==> src/rtl/ddma_pkg.sv <==
// Types shared by the DDMA engines and the memory arbiter: arbiter state
// encoding and the read-return owner tag.
package ddma_pkg;

  typedef enum logic [1:0] {
    A_IDLE = 2'd0,
    A_RECV = 2'd1,
    A_SEND = 2'd2
  } arbiter_state;

  typedef struct packed {
    logic valid;
    logic owner;
  } owner_tag_t;

  localparam logic OWNER_RECV = 1'b0;
  localparam logic OWNER_SEND = 1'b1;

endpackage

==> src/rtl/ddma_read_tag_pipe.sv <==
// Shift register of owner tags that tracks reads in flight so each returning
// word can be routed to the engine that issued it.
module ddma_read_tag_pipe
  import ddma_pkg::*;
#(
  parameter int DEPTH = 1
) (
  input  logic clock,
  input  logic reset,
  input  logic push_valid,
  input  logic push_owner,
  output logic pop_valid,
  output logic pop_owner
);

  owner_tag_t tag_q [DEPTH];
  owner_tag_t tag_d [DEPTH];

  always_comb begin
    tag_d[0].valid = push_valid;
    tag_d[0].owner = push_owner;
    for (int i = 1; i < DEPTH; i++) begin
      tag_d[i] = tag_q[i-1];
    end
  end

  always_ff @(posedge clock) begin
    if (reset) begin
      for (int i = 0; i < DEPTH; i++) begin
        tag_q[i] <= '0;
      end
    end else begin
      for (int i = 0; i < DEPTH; i++) begin
        tag_q[i] <= tag_d[i];
      end
    end
  end

  assign pop_valid = tag_q[DEPTH-1].valid;
  assign pop_owner = tag_q[DEPTH-1].owner;

endmodule

==> src/rtl/ddma_mem_arbiter.sv <==
// Round-robin owner of the DDMA memory port between the receive and send
// engines, with burst locking and read-data return routing.
module ddma_mem_arbiter
  import ddma_pkg::*;
#(
  parameter int MEMORY_BUS_WIDTH = 32,
  parameter int ADDR_WIDTH       = 32,
  parameter int MAX_BURST        = 16,
  parameter int READ_LATENCY     = 1
) (
  input  logic                          clock,
  input  logic                          reset,
  input  logic                          recv_req,
  input  logic                          recv_lock,
  input  logic [ADDR_WIDTH-1:0]         recv_addr,
  input  logic [MEMORY_BUS_WIDTH/8-1:0] recv_wb,
  input  logic [MEMORY_BUS_WIDTH-1:0]   recv_data,
  output logic                          recv_gnt,
  output logic [MEMORY_BUS_WIDTH-1:0]   recv_rdata,
  output logic                          recv_rvalid,
  input  logic                          send_req,
  input  logic                          send_lock,
  input  logic [ADDR_WIDTH-1:0]         send_addr,
  input  logic [MEMORY_BUS_WIDTH/8-1:0] send_wb,
  input  logic [MEMORY_BUS_WIDTH-1:0]   send_data,
  output logic                          send_gnt,
  output logic [MEMORY_BUS_WIDTH-1:0]   send_rdata,
  output logic                          send_rvalid,
  output logic                          mem_enable_in,
  output logic [ADDR_WIDTH-1:0]         mem_addr_in,
  output logic [MEMORY_BUS_WIDTH/8-1:0] mem_wb_in,
  output logic [MEMORY_BUS_WIDTH-1:0]   mem_data_in,
  input  logic [MEMORY_BUS_WIDTH-1:0]   mem_data_out,
  output logic [1:0]                    owner
);

  localparam int CNT_W = $clog2(MAX_BURST + 1);
  localparam logic [CNT_W-1:0] BURST_MAX = CNT_W'(MAX_BURST);

  arbiter_state     state_q, state_d;
  logic             last_owner_q, last_owner_d;
  logic [CNT_W-1:0] burst_cnt_q, burst_cnt_d;
  logic [CNT_W-1:0] burst_cnt_inc;
  logic             any_gnt;
  logic             burst_full;
  logic             push_read;
  logic             pop_valid;
  logic             pop_owner;

  // Handshake: a requester holds req/addr/wb/data stable until it sees gnt;
  // the transfer completes in the cycle where req and gnt are both high.
  assign recv_gnt = (state_q == A_RECV) & recv_req;
  assign send_gnt = (state_q == A_SEND) & send_req;
  assign any_gnt  = recv_gnt | send_gnt;

  // Count includes the grant happening now, so MAX_BURST grants fit in a burst.
  assign burst_cnt_inc = (any_gnt && (burst_cnt_q != BURST_MAX)) ?
                         burst_cnt_q + CNT_W'(1) : burst_cnt_q;
  assign burst_full    = (burst_cnt_inc >= BURST_MAX);

  always_comb begin
    state_d      = state_q;
    last_owner_d = last_owner_q;
    case (state_q)
      A_IDLE: begin
        if (recv_req && (!send_req || (last_owner_q == OWNER_SEND))) begin
          state_d = A_RECV;
        end else if (send_req) begin
          state_d = A_SEND;
        end
      end
      // With the other side idle the owner parks, so a dropped and re-raised
      // req is granted again in the same cycle.
      A_RECV: begin
        if (send_req && (!recv_req || !recv_lock || burst_full)) begin
          state_d      = A_SEND;
          last_owner_d = OWNER_RECV;
        end
      end
      A_SEND: begin
        if (recv_req && (!send_req || !send_lock || burst_full)) begin
          state_d      = A_RECV;
          last_owner_d = OWNER_SEND;
        end
      end
      default: begin
        state_d = A_IDLE;
      end
    endcase
    burst_cnt_d = (state_d != state_q) ? '0 : burst_cnt_inc;
  end

  always_ff @(posedge clock) begin
    if (reset) begin
      state_q      <= A_IDLE;
      last_owner_q <= OWNER_SEND;
      burst_cnt_q  <= '0;
    end else begin
      state_q      <= state_d;
      last_owner_q <= last_owner_d;
      burst_cnt_q  <= burst_cnt_d;
    end
  end

  always_comb begin
    mem_enable_in = any_gnt;
    mem_addr_in   = '0;
    mem_wb_in     = '0;
    mem_data_in   = '0;
    if (recv_gnt) begin
      mem_addr_in = recv_addr;
      mem_wb_in   = recv_wb;
      mem_data_in = recv_data;
    end else if (send_gnt) begin
      mem_addr_in = send_addr;
      mem_wb_in   = send_wb;
      mem_data_in = send_data;
    end
  end

  assign push_read = any_gnt && (mem_wb_in == '0);

  ddma_read_tag_pipe #(
    .DEPTH (READ_LATENCY)
  ) u_tag_pipe (
    .clock      (clock),
    .reset      (reset),
    .push_valid (push_read),
    .push_owner (send_gnt),
    .pop_valid  (pop_valid),
    .pop_owner  (pop_owner)
  );

  assign recv_rvalid = pop_valid && (pop_owner == OWNER_RECV);
  assign send_rvalid = pop_valid && (pop_owner == OWNER_SEND);
  assign recv_rdata  = recv_rvalid ? mem_data_out : '0;
  assign send_rdata  = send_rvalid ? mem_data_out : '0;

  assign owner = state_q;

endmodule

==> config.mk <==
export PLATFORM = sky130hd
export DESIGN_NAME = ddma_mem_arbiter
export DESIGN_NICKNAME = d
export VERILOG_FILES = /design/src/rtl/ddma_pkg.sv /design/src/rtl/ddma_read_tag_pipe.sv /design/src/rtl/ddma_mem_arbiter.sv
export SDC_FILE = /design/constraint.sdc
export NUM_CORES = 1
export LEC_CHECK = 0
export CORE_AREA = 3 3 121 123
export CTS_BUF_LIST = sky130_fd_sc_hd__clkbuf_16
export CTS_CLUSTER_DIAMETER = 150
export DETAILED_ROUTE_END_ITERATION = 10
export DIE_AREA = 0 0 124 126
export SLEW_MARGIN = 20
export SYNTH_ARGS = -nofsm -noshare
export SYNTH_HDL_FRONTEND = slang
export SYNTH_HIERARCHICAL = 1
export SYNTH_SLANG_ARGS = --single-unit
==> constraint.sdc <==
create_clock -name clock -period 2.7 [get_ports clock]
set_clock_uncertainty 0.2 [all_clocks]
set_input_delay 0.405 -clock clock [delete_from_list [all_inputs] [get_ports clock]]
set_output_delay 0.405 -clock clock [all_outputs]
set_load 0.05 [all_outputs]
Word-level counts from Yosys, hierarchy flattened --
Memories as Yosys holds them, arrays and structs flattened. Cells that the tools add are included.
Cells by class: $add $sub $neg 1, bitwise operators 4, reduce and logical (&&, ||, !) cells 22, $lt $le $gt $ge 1, equal/unequal tests 6, multiplexer cells 22
Operator list (count):
- two-way mux 32 bit | 6
- two-way mux 2 bit | 5
- two-way mux 4 bit | 2
- logical AND 1 bit | 7
- two-way mux 1 bit | 6
- case mux 2 bit (3 select lines) | 1
- adder 5 x 1 -> 5 bit (second input constant) | 1
- >= comparator 5 bit (second input constant) | 1
- logical OR 1 bit | 5
- two-way mux 5 bit | 1
- inequality test 5 bit (second input constant) | 1
- logical NOT 1 bit | 4
- logical NOT 4 bit | 1
- inequality test 2 x 1 -> 1 bit (second input constant) | 2
- OR reduction 2 bit | 2
- AND reduction 3 bit | 1
- bitwise AND 1 bit | 2
- == test 2 x 1 -> 1 bit (second input constant) | 1
- == test 2 bit (second input constant) | 1
- logical NOT 2 bit | 1
- inequality test 2 bit | 1
- case mux 1 bit (2 select lines) | 1
- nonzero test 2 bit | 1
- NOT 1 bit | 1
- bitwise OR 1 bit | 1
Word-level totals: logic and storage cells 60, output and inout port bits 139, flip-flop bits (word level) 8, memory bits (writable) 2, memories kept 1
Memories:
- u_tag_pipe.tag_q | depth 1, bits a word 2, read ports 1, clocked after memory_dff 0, write ports 1, line ddma_read_tag_pipe.sv:16 | owner_tag_t tag_q [DEPTH];

Longest topological paths before layout --
Gate-level depths: netlist of the first run.
depth after elaboration 12, gate-level depth with buffers 9

Modules after synthesis --
The synthesis of the first run kept the hierarchy.
By module, submodules not included:
- ddma_mem_arbiter | seq. area each 160.2 um2, instances 1, cells an instance 246, area each 1821.7 um2
- ddma_read_tag_pipe | seq. area each 40.0 um2, instances 1, cells an instance 4, area each 52.6 um2

Worst setup path after synthesis of the first run --
Ideal clock, no wire load.
path kind reg-to-output, start register state_q[0] (netlist: owner[0]), end output port mem_addr_in[22], cell stages (with the launch flop) 6, data required time 2.095 ns, arrival time 2.579 ns, path buffers 2, setup slack -0.484 ns, path through dfxtp_1 ha_1 and2_1 buf_2 clkbuf_1 a22o_1
On the way: elaborated cells on any way between the ends 6, those cells by class eq/ne (2); mux (2); bitwise (2)
RTL lines:
- start, declared | line ddma_mem_arbiter.sv:40 | arbiter_state state_q, state_d;
- start signal, assigned | line ddma_mem_arbiter.sv:99 | state_q <= state_d;
- == test 2 x 1 -> 1 bit | line ddma_mem_arbiter.sv:52 | assign recv_gnt = (state_q == A_RECV) & recv_req;
- bitwise AND 1 bit | line ddma_mem_arbiter.sv:52
- net recv_gnt | line ddma_mem_arbiter.sv:18 | output logic recv_gnt,
- two-way mux 32 bit | line ddma_mem_arbiter.sv:110 | if (recv_gnt) begin
- end, declared | line ddma_mem_arbiter.sv:30 | output logic [ADDR_WIDTH-1:0] mem_addr_in,
The timed path passes the listed nets, and every way through them passes these cells.

Final worst setup path of the first run --
start register state_q[1] (netlist: owner[1]), end output port mem_addr_in[22]
On the way: word-level cells in the longest chain between the ends 4, elaborated cells on any way between the ends 6, those cells by class eq/ne (2); mux (2); bitwise (2)
Ends and longest elaborated chain:
- == test 2 bit | line ddma_mem_arbiter.sv:53 | assign send_gnt = (state_q == A_SEND) & send_req;
- bitwise AND 1 bit | line ddma_mem_arbiter.sv:53
- two-way mux 32 bit | line ddma_mem_arbiter.sv:114 | end else if (send_gnt) begin
- two-way mux 32 bit * | line ddma_mem_arbiter.sv:110
Mark *: on every way between the ends. The rest lies on a longest branch, timed or not.

==> key figures, run 1 <==
Timing
  • Worst-margin pin slew: 0.511 ns
  • Fmax achieved: 385 MHz
  • Slew Viols, Final: 0
  • Setup ws final: ~0.10 ns
  • Final setup fails: 0
  • Fin crit share: 96.3%
  • Hold WS: between 0.3 and 0.4 ns
  • Crit path time final: 2.60 ns
  • Worst slew margin: 65.8%
  • RSZ-0062 raised after global routing: no
  • Final Hold Fails: 0

Clock network
  • H-tree Lvls: 1
  • TritonCTS Buffers: 3
  • CTS tree: built
  • Maximum clock path buffer count: 2
  • Clock-pin slew on the worst setup and hold paths: around 0.040 ns
  • Buffer count from post-CTS setup fixing: 0
  • Clock latency on the worst-skew pair: 0.24 ns
  • CTS sink cnt: 10
  • Root buffer cell: clkbuf_16

Synthesis
  • Syn_nets: 430
  • Synthesized instance count: 250
  • Synth Flop Type: dfxtp_1
  • Sequential fraction of the synthesis area: 10.7%
  • Mean Syn Cell Area: 7.50 um2
  • Flop and latch count out of synthesis: 10
  • Synth cell types: 42
  • Post-synth EDFFs: 0
  • Post-synth ARST share: 0%
  • Synth Warn #: 6
  • Mapped Area: about 0.0019 mm2

Run status
  • Status: complete, no violations

Route
  • DR iter-0 viols: 143
  • Routed vias: 3275
  • Post-route DRC: 0
  • Vias per cell: 4.48
  • DR WL/cell: 20.2 um
  • Detail Route Antenna Nets: 0
  • 1st-pass router iterations: 5
  • WL final: 14.7 mm

Placement
  • DP Worst Slack: roughly 0.20 ns
  • Dpl hpwl: between 10 and 15 mm
  • Cell Area, Placed: 0.00625 mm2
  • Gpl congestion: roughly 0.9
  • I/O Buffers: between 300 and 400

Pwr
  • Pleak: 2.68 nW
  • PD cells: 409 mW/mm2
  • VDD IR max: about 0.24 mV

Worst setup path
  • Setup CP Type: reg2out
  • Crit path arrival time: 2.00 ns
  • Crit path max fanout: 64
  • Crit path cell chain: inv_1 > ha_1 > and2_2 > nor2_4 > buf_12 > a22o_1 > buf_12
  • CP Data Required Time: 2.10 ns
  • Critical-path top delay cell: dfxtp_4
  • Critical Path Max Stage Delay: 0.39 ns
  • Critical path's most frequent cell: buf_12
  • Worst setup EP type: output pin
  • Crit path launch type: flip-flop

Floorplan
  • Site Rows: 43
  • Initial Utilization: 13.6%
  • Chip width: 124 um
  • Die footprint: about 0.016 mm2
  • Core box area: 0.0138 mm2
  • Die Ht: between 100 and 150 um
  • IO Count: roughly 310

GRT
  • Met3 usage: 5.79%
  • Pin count of the biggest net entering global routing: 72
  • GR Util met1: roughly 18%
  • Grt ovf: 0
  • Vias in the first global route: 3297
  • Global-route wire length before repair: 20.4 mm
  • Gr usage total: 17.1%
  • GRT busiest layer: met2
  • Initial antenna violation count: 0
  • Met2 usage: around a third

Cells and area
  • Final #Nets: 732
  • Synth-to-Final Area Change: 238%
  • Antenna Cells: 0
  • Layout cells sized above 1: ~40%
  • Design area: between 0.006 and 0.007 mm2

Flow run
  • Max_cap viols: 0

Min path
  • Worst hold path class: reg2reg
-- cell families (layout without fill, tap and decap cells) --
| logic type | Yosys count | count (layout) | share of synthesized area (%) |
|---|---|---|---|
| xor gates and xnor gates | 3 | 3 | 1.40 |
| AOI/OAI and AO/OA | 92 | 92 | 42.5 |
| buffers and inverters | 34 | 335 | 7.61 |
| adders and majority gates | 6 | 6 | 4.01 |
| and+or+nand+nor | 104 | 104 | 33.2 |
| muxes | 1 | 1 | 0.534 |
| DFF | 10 | 10 | 10.7 |
-- final cells by class --
cell class	count	area (um2)
timing repair buffer	322	4170
sequential	10	205
fill	1319	7440
clock buffer	3	75.1
inverter	9	33.8
clock inverter	1	3.75
tap	180	225
multi-input combinational	206	1620
-- cell usage after synthesis (all sizes together), types with 3 or more instances --
cell | count | area share, %
a31oi | 4 | 1.3
nand2 | 8 | 1.6
nand3 | 6 | 1.6
nor2b | 3 | 1.0
dfxtp | 10 | 11
buf | 12 | 3.2
and2 | 36 | 12
a22o | 68 | 32
inv | 9 | 1.8
nor4 | 5 | 1.7
a21oi | 3 | 0.80
ha | 6 | 4.0
a41oi | 4 | 2.3
and3 | 34 | 11
clkbuf | 13 | 2.6
nor2 | 5 | 1.0
-- repair_timing --
item,4_1_cts,5_1_grt
hold buffers,0,0
endpoints found under the setup margin,0,64
gates resized for setup,0,1
-- power breakdown --
part	leakage [nW]	switching, mW	internal, mW
Clock	0.0385	0.0796	0.195
Combinational	2.56	1.08	1.05
Sequential	0.0823	0.0218	0.167
-- worst max-delay path, delay by kind of cell (launching register included) --
kind | cells | cell delay, ns
buf+inv | 3 | 0.51
fa+ha+maj | 1 | 0.20
flops | 1 | 0.39
compound gates | 1 | 0.24
simple gates | 2 | 0.37
-- final timing paths --
| check | from | endpoint | slack (ns) | cells past startpoint |
|---|---|---|---|---|
| worst max register to register | owner[1] | u_tag_pipe/tag_q[0][1] | 0.32 | 8 |
| worst min-delay path | last_owner_q | last_owner_q | 0.34 | 2 |
| worst max-delay path | owner[1] | mem_addr_in[22] | 0.1 | 7 |
| worst min register to register | last_owner_q | last_owner_q | 0.34 | 2 |
-- routing by layer --
| layer | vias to the layer above | wire, um |
|---|---|---|
| met5 | - | 0 |
| met4 | 0 | 157 |
| met3 | 12 | 1560 |
| met2 | 184 | 7930 |
| met1 | 1509 | 5090 |
| li1 | 1570 | - |
-- placed cells by master, fill, tap and decap left out, types with 8 or more instances in the layout --
master	count
a22o_1	9
a22o_2	59
and2_1	34
and3_1	33
buf_12	105
buf_4	42
clkdlybuf4s50_1	175
dfxtp_1	8
inv_1	9
nand2_1	8
-- stage by stage --
stage               power, mW  cells  TNS, ns  util (%)
floorplan                1.19    250  -0.0778         -
global placement         2.31    727        0      45.4
detailed placement       2.33    727        0      45.4
CTS                      2.61    731        0      45.9
global route             2.70    731        0      45.9
finish                   2.59    731        0      45.9
No activity file was read; power rests on OpenSTA's default activity.
==> inputs of run 2 (changes only) <==
- CORE_AREA: 3 3 121 123 -> 2 2 120 122
- DIE_AREA: 0 0 124 126 -> 0 0 122 124
==> run 2 against run 1 <==
Compared with the run above:
- total power up 1.0%
- critical path depth increased by 1
- clock power down 3%
- count of clock-buffer cells in the layout stayed put
- wire length increased by 0.11%
- sequential share of layout area hardly changed
- worst setup slack gained 0.017 ns
- highest routed layer unchanged
==> key figures, run 2 (synthesized netlist as in run 1, its figures left out) <==
Placement
  • I/O Buffers: 312 (unchanged)
  • Gpl congestion: 0.890 (+0.50%)
  • Cell Area, Placed: 0.00627 mm2 (+0.32%)
  • DP Worst Slack: 0.0704 ns (-0.126 ns)
  • Dpl hpwl: 12.4 mm (-3.8%)

Floorplan
  • IO Count: 313 (unchanged)
  • Die Ht: 124 um (-1.6%)
  • Site Rows: 43 (unchanged)
  • Die footprint: 0.0151 mm2 (-3.2%)
  • Core box area: 0.0137 mm2 (-0.39%)
  • Chip width: 122 um (-1.6%)
  • Initial Utilization: 13.7% (+0.053 points)

Worst setup path
  • Setup CP Type: reg2out
  • CP Data Required Time: 2.10 ns (about the same)
  • Critical path's most frequent cell: buf_12
  • Worst Path Buf+Inv: 4 (+1)
  • Critical-path top delay cell: dfxtp_4
  • Crit path cell chain: inv_1 > ha_1 > and2_2 > nor2_4 > buf_12 > clkbuf_16 > a22o_2 > buf_12
  • Worst setup EP type: output pin
  • Crit path arrival time: 1.98 ns (-0.02 ns)
  • Crit path launch type: flip-flop
  • CP top delay family: buffers and inverters
  • Critical Path Max Stage Delay: 0.36 ns (-0.03 ns)
  • Crit path max fanout: 26 (-59%)
  • Reg2Reg Setup Slack: 0.26 ns (-0.06 ns)

GRT
  • Pin count of the biggest net entering global routing: 54 (-25%)
  • Initial antenna violation count: 0 (unchanged)
  • Vias in the first global route: 3381 (+2.5%)
  • Gr usage total: 17.5% (+0.34 points)
  • Grt ovf: 0 (unchanged)
  • Global-route wire length before repair: 20.2 mm (-1.3%)

Pwr
  • Tot Pwr: 2.62 mW (+1.0%)
  • Pleak: 2.72 nW (+1.6%)
  • P_int: 1.43 mW (+1.7%)
  • P_sw: 1.19 mW (+0.26%)
  • Sw frac: 45.3% (-0.34 points)
  • Seq pwr share: 7.2% (about the same)
  • PD cells: 407 mW/mm2 (-0.52%)
  • Clock share of power: 10.2% (-0.4 points)
  • VDD IR max: 0.241 mV (+1.3%)
  • Comb power frac: 82.6% (+0.5 points)

Cells and area
  • Fillers: 1264 (-4.2%)
  • Commonest non-fill, non-tap cell in the layout: clkdlybuf4s50_1
  • Final Util: 46.8% (+0.89 points)
  • Layout cells sized above 1: 41.0% (+0.54 points)
  • Synth-to-Final Area Change: 243%
  • Most frequent cells in the layout: 175 x clkdlybuf4s50_1, 107 x buf_12, 59 x a22o_2, 43 x buf_4, 34 x and2_1
  • Storage cell area: 205 um2 (unchanged)
  • Final #Nets: 737 (+0.68%)
  • Antenna Cells: 0 (unchanged)
  • Multi-input gate area: 0.00162 mm2 (unchanged)
  • Design area: 0.00643 mm2 (+1.5%)

Route
  • DR WL/cell: 20.0 um (-0.57%)
  • Vias per cell: 4.54 (+1.2%)
  • DR iter-0 viols: 161 (+13%)
  • Post-route DRC: 0 (unchanged)
  • WL final: 14.8 mm (+0.11%)
  • Routed vias: 3338 (+1.9%)
  • 1st-pass router iterations: 4 (-1)
  • Detail Route Antenna Nets: 0 (unchanged)

Clock network
  • CTS tree: built
  • Clock latency on the worst-skew pair: 0.24 ns (about the same)
  • Root buffer cell: clkbuf_16
  • CTS sink cnt: 10 (unchanged)
  • TritonCTS Buffers: 3 (unchanged)
  • H-tree Lvls: 1 (unchanged)
  • Maximum clock path buffer count: 2 (unchanged)
  • Post-CTS Hold Fix Bufs: 0 (unchanged)
  • Clock-pin slew on the worst setup and hold paths: 0.04 ns (about the same)

Flow run
  • Max_cap viols: 0 (unchanged)

Timing
  • Worst-margin pin slew: 0.492 ns (-0.0195 ns)
  • Worst slew margin: 67.1% (+1.3 points)
  • Fin crit share: 95.7% (-0.62 points)
  • RSZ-0062 raised after global routing: no
  • Setup ws final: 0.116 ns (+0.0167 ns)
  • Hold WS: 0.368 ns (+0.0263 ns)
  • Fmax achieved: 387 MHz (+0.65%)
  • Final Hold Fails: 0 (unchanged)
  • Crit path time final: 2.58 ns (-0.0167 ns)
  • Final setup fails: 0 (unchanged)
  • Slew Viols, Final: 0 (unchanged)

Min path
  • Worst hold path class: reg2reg

Run status
  • Status: complete, no violations
-- run 2: changes by cell type in the layout (fill, tap and decap cells not counted) --
cell / delta
buf_12: +2
buf_4: +1
clkbuf_16: +2
-- run 2: worst paths after layout --
path                                                to         start  depth (start not counted)
worst max-delay path                    mem_addr_in[3]      owner[1]                          8
worst min-delay path                      last_owner_q  last_owner_q                          2
worst max register to register  u_tag_pipe/tag_q[0][1]      owner[1]                         10
worst min register to register            last_owner_q  last_owner_q                          2
-- run 2: stage by stage --
step,cells,TNS (ns)
after floorplan,250,-0.0778
after global placement,728,0
after detailed placement,728,0
after CTS,732,0
after global routing,736,0
final,736,0
-- run 2: what timing repair did --
action                                  CTS  global route
endpoints found under the setup margin   21            52
setup buffers                             0             2
cloned                                    0             2
hold endpoints to repair                  0             0
pin swaps                                 0             1
gates resized for setup                   1             0
-- run 2: per-layer routing --
metal,routed length (um),track usage (%),share of wire (%),vias to the layer above
met5,0,0,0,-
met4,150,2.87,1.0,0
met3,1540,5.91,10,14
met2,7930,33.1,54,227
met1,5130,19.1,35,1524
li1,-,-,-,1573
-- run 2: power groups by stage --
| stage | registers [mW] | logic, mW | clock network (mW) |
|---|---|---|---|
| floorplan | 0.210 | 0.984 | 0 |
| global placement | 0.191 | 2.11 | 0 |
| detailed placement | 0.190 | 2.14 | 0 |
| CTS | 0.189 | 2.14 | 0.272 |
| global route | 0.193 | 2.25 | 0.278 |
| finish | 0.189 | 2.16 | 0.267 |
-- run 2: layout make-up --
type	instances	share of cell area (%)
flip-flops and latches	10	3.19
inverters	9	0.526
repair buffers	327	66.4
multi-input cells	206	25.2
clock inverters	1	0.0584
clock buffers	3	1.17
well taps	180	3.50
-- run 2: tightest hold or removal path, cell delays in order, from the launching register on --
cell,delay (ns)
dfxtp_1,0.35
a41oi_1,0.06
o21bai_1,0.13
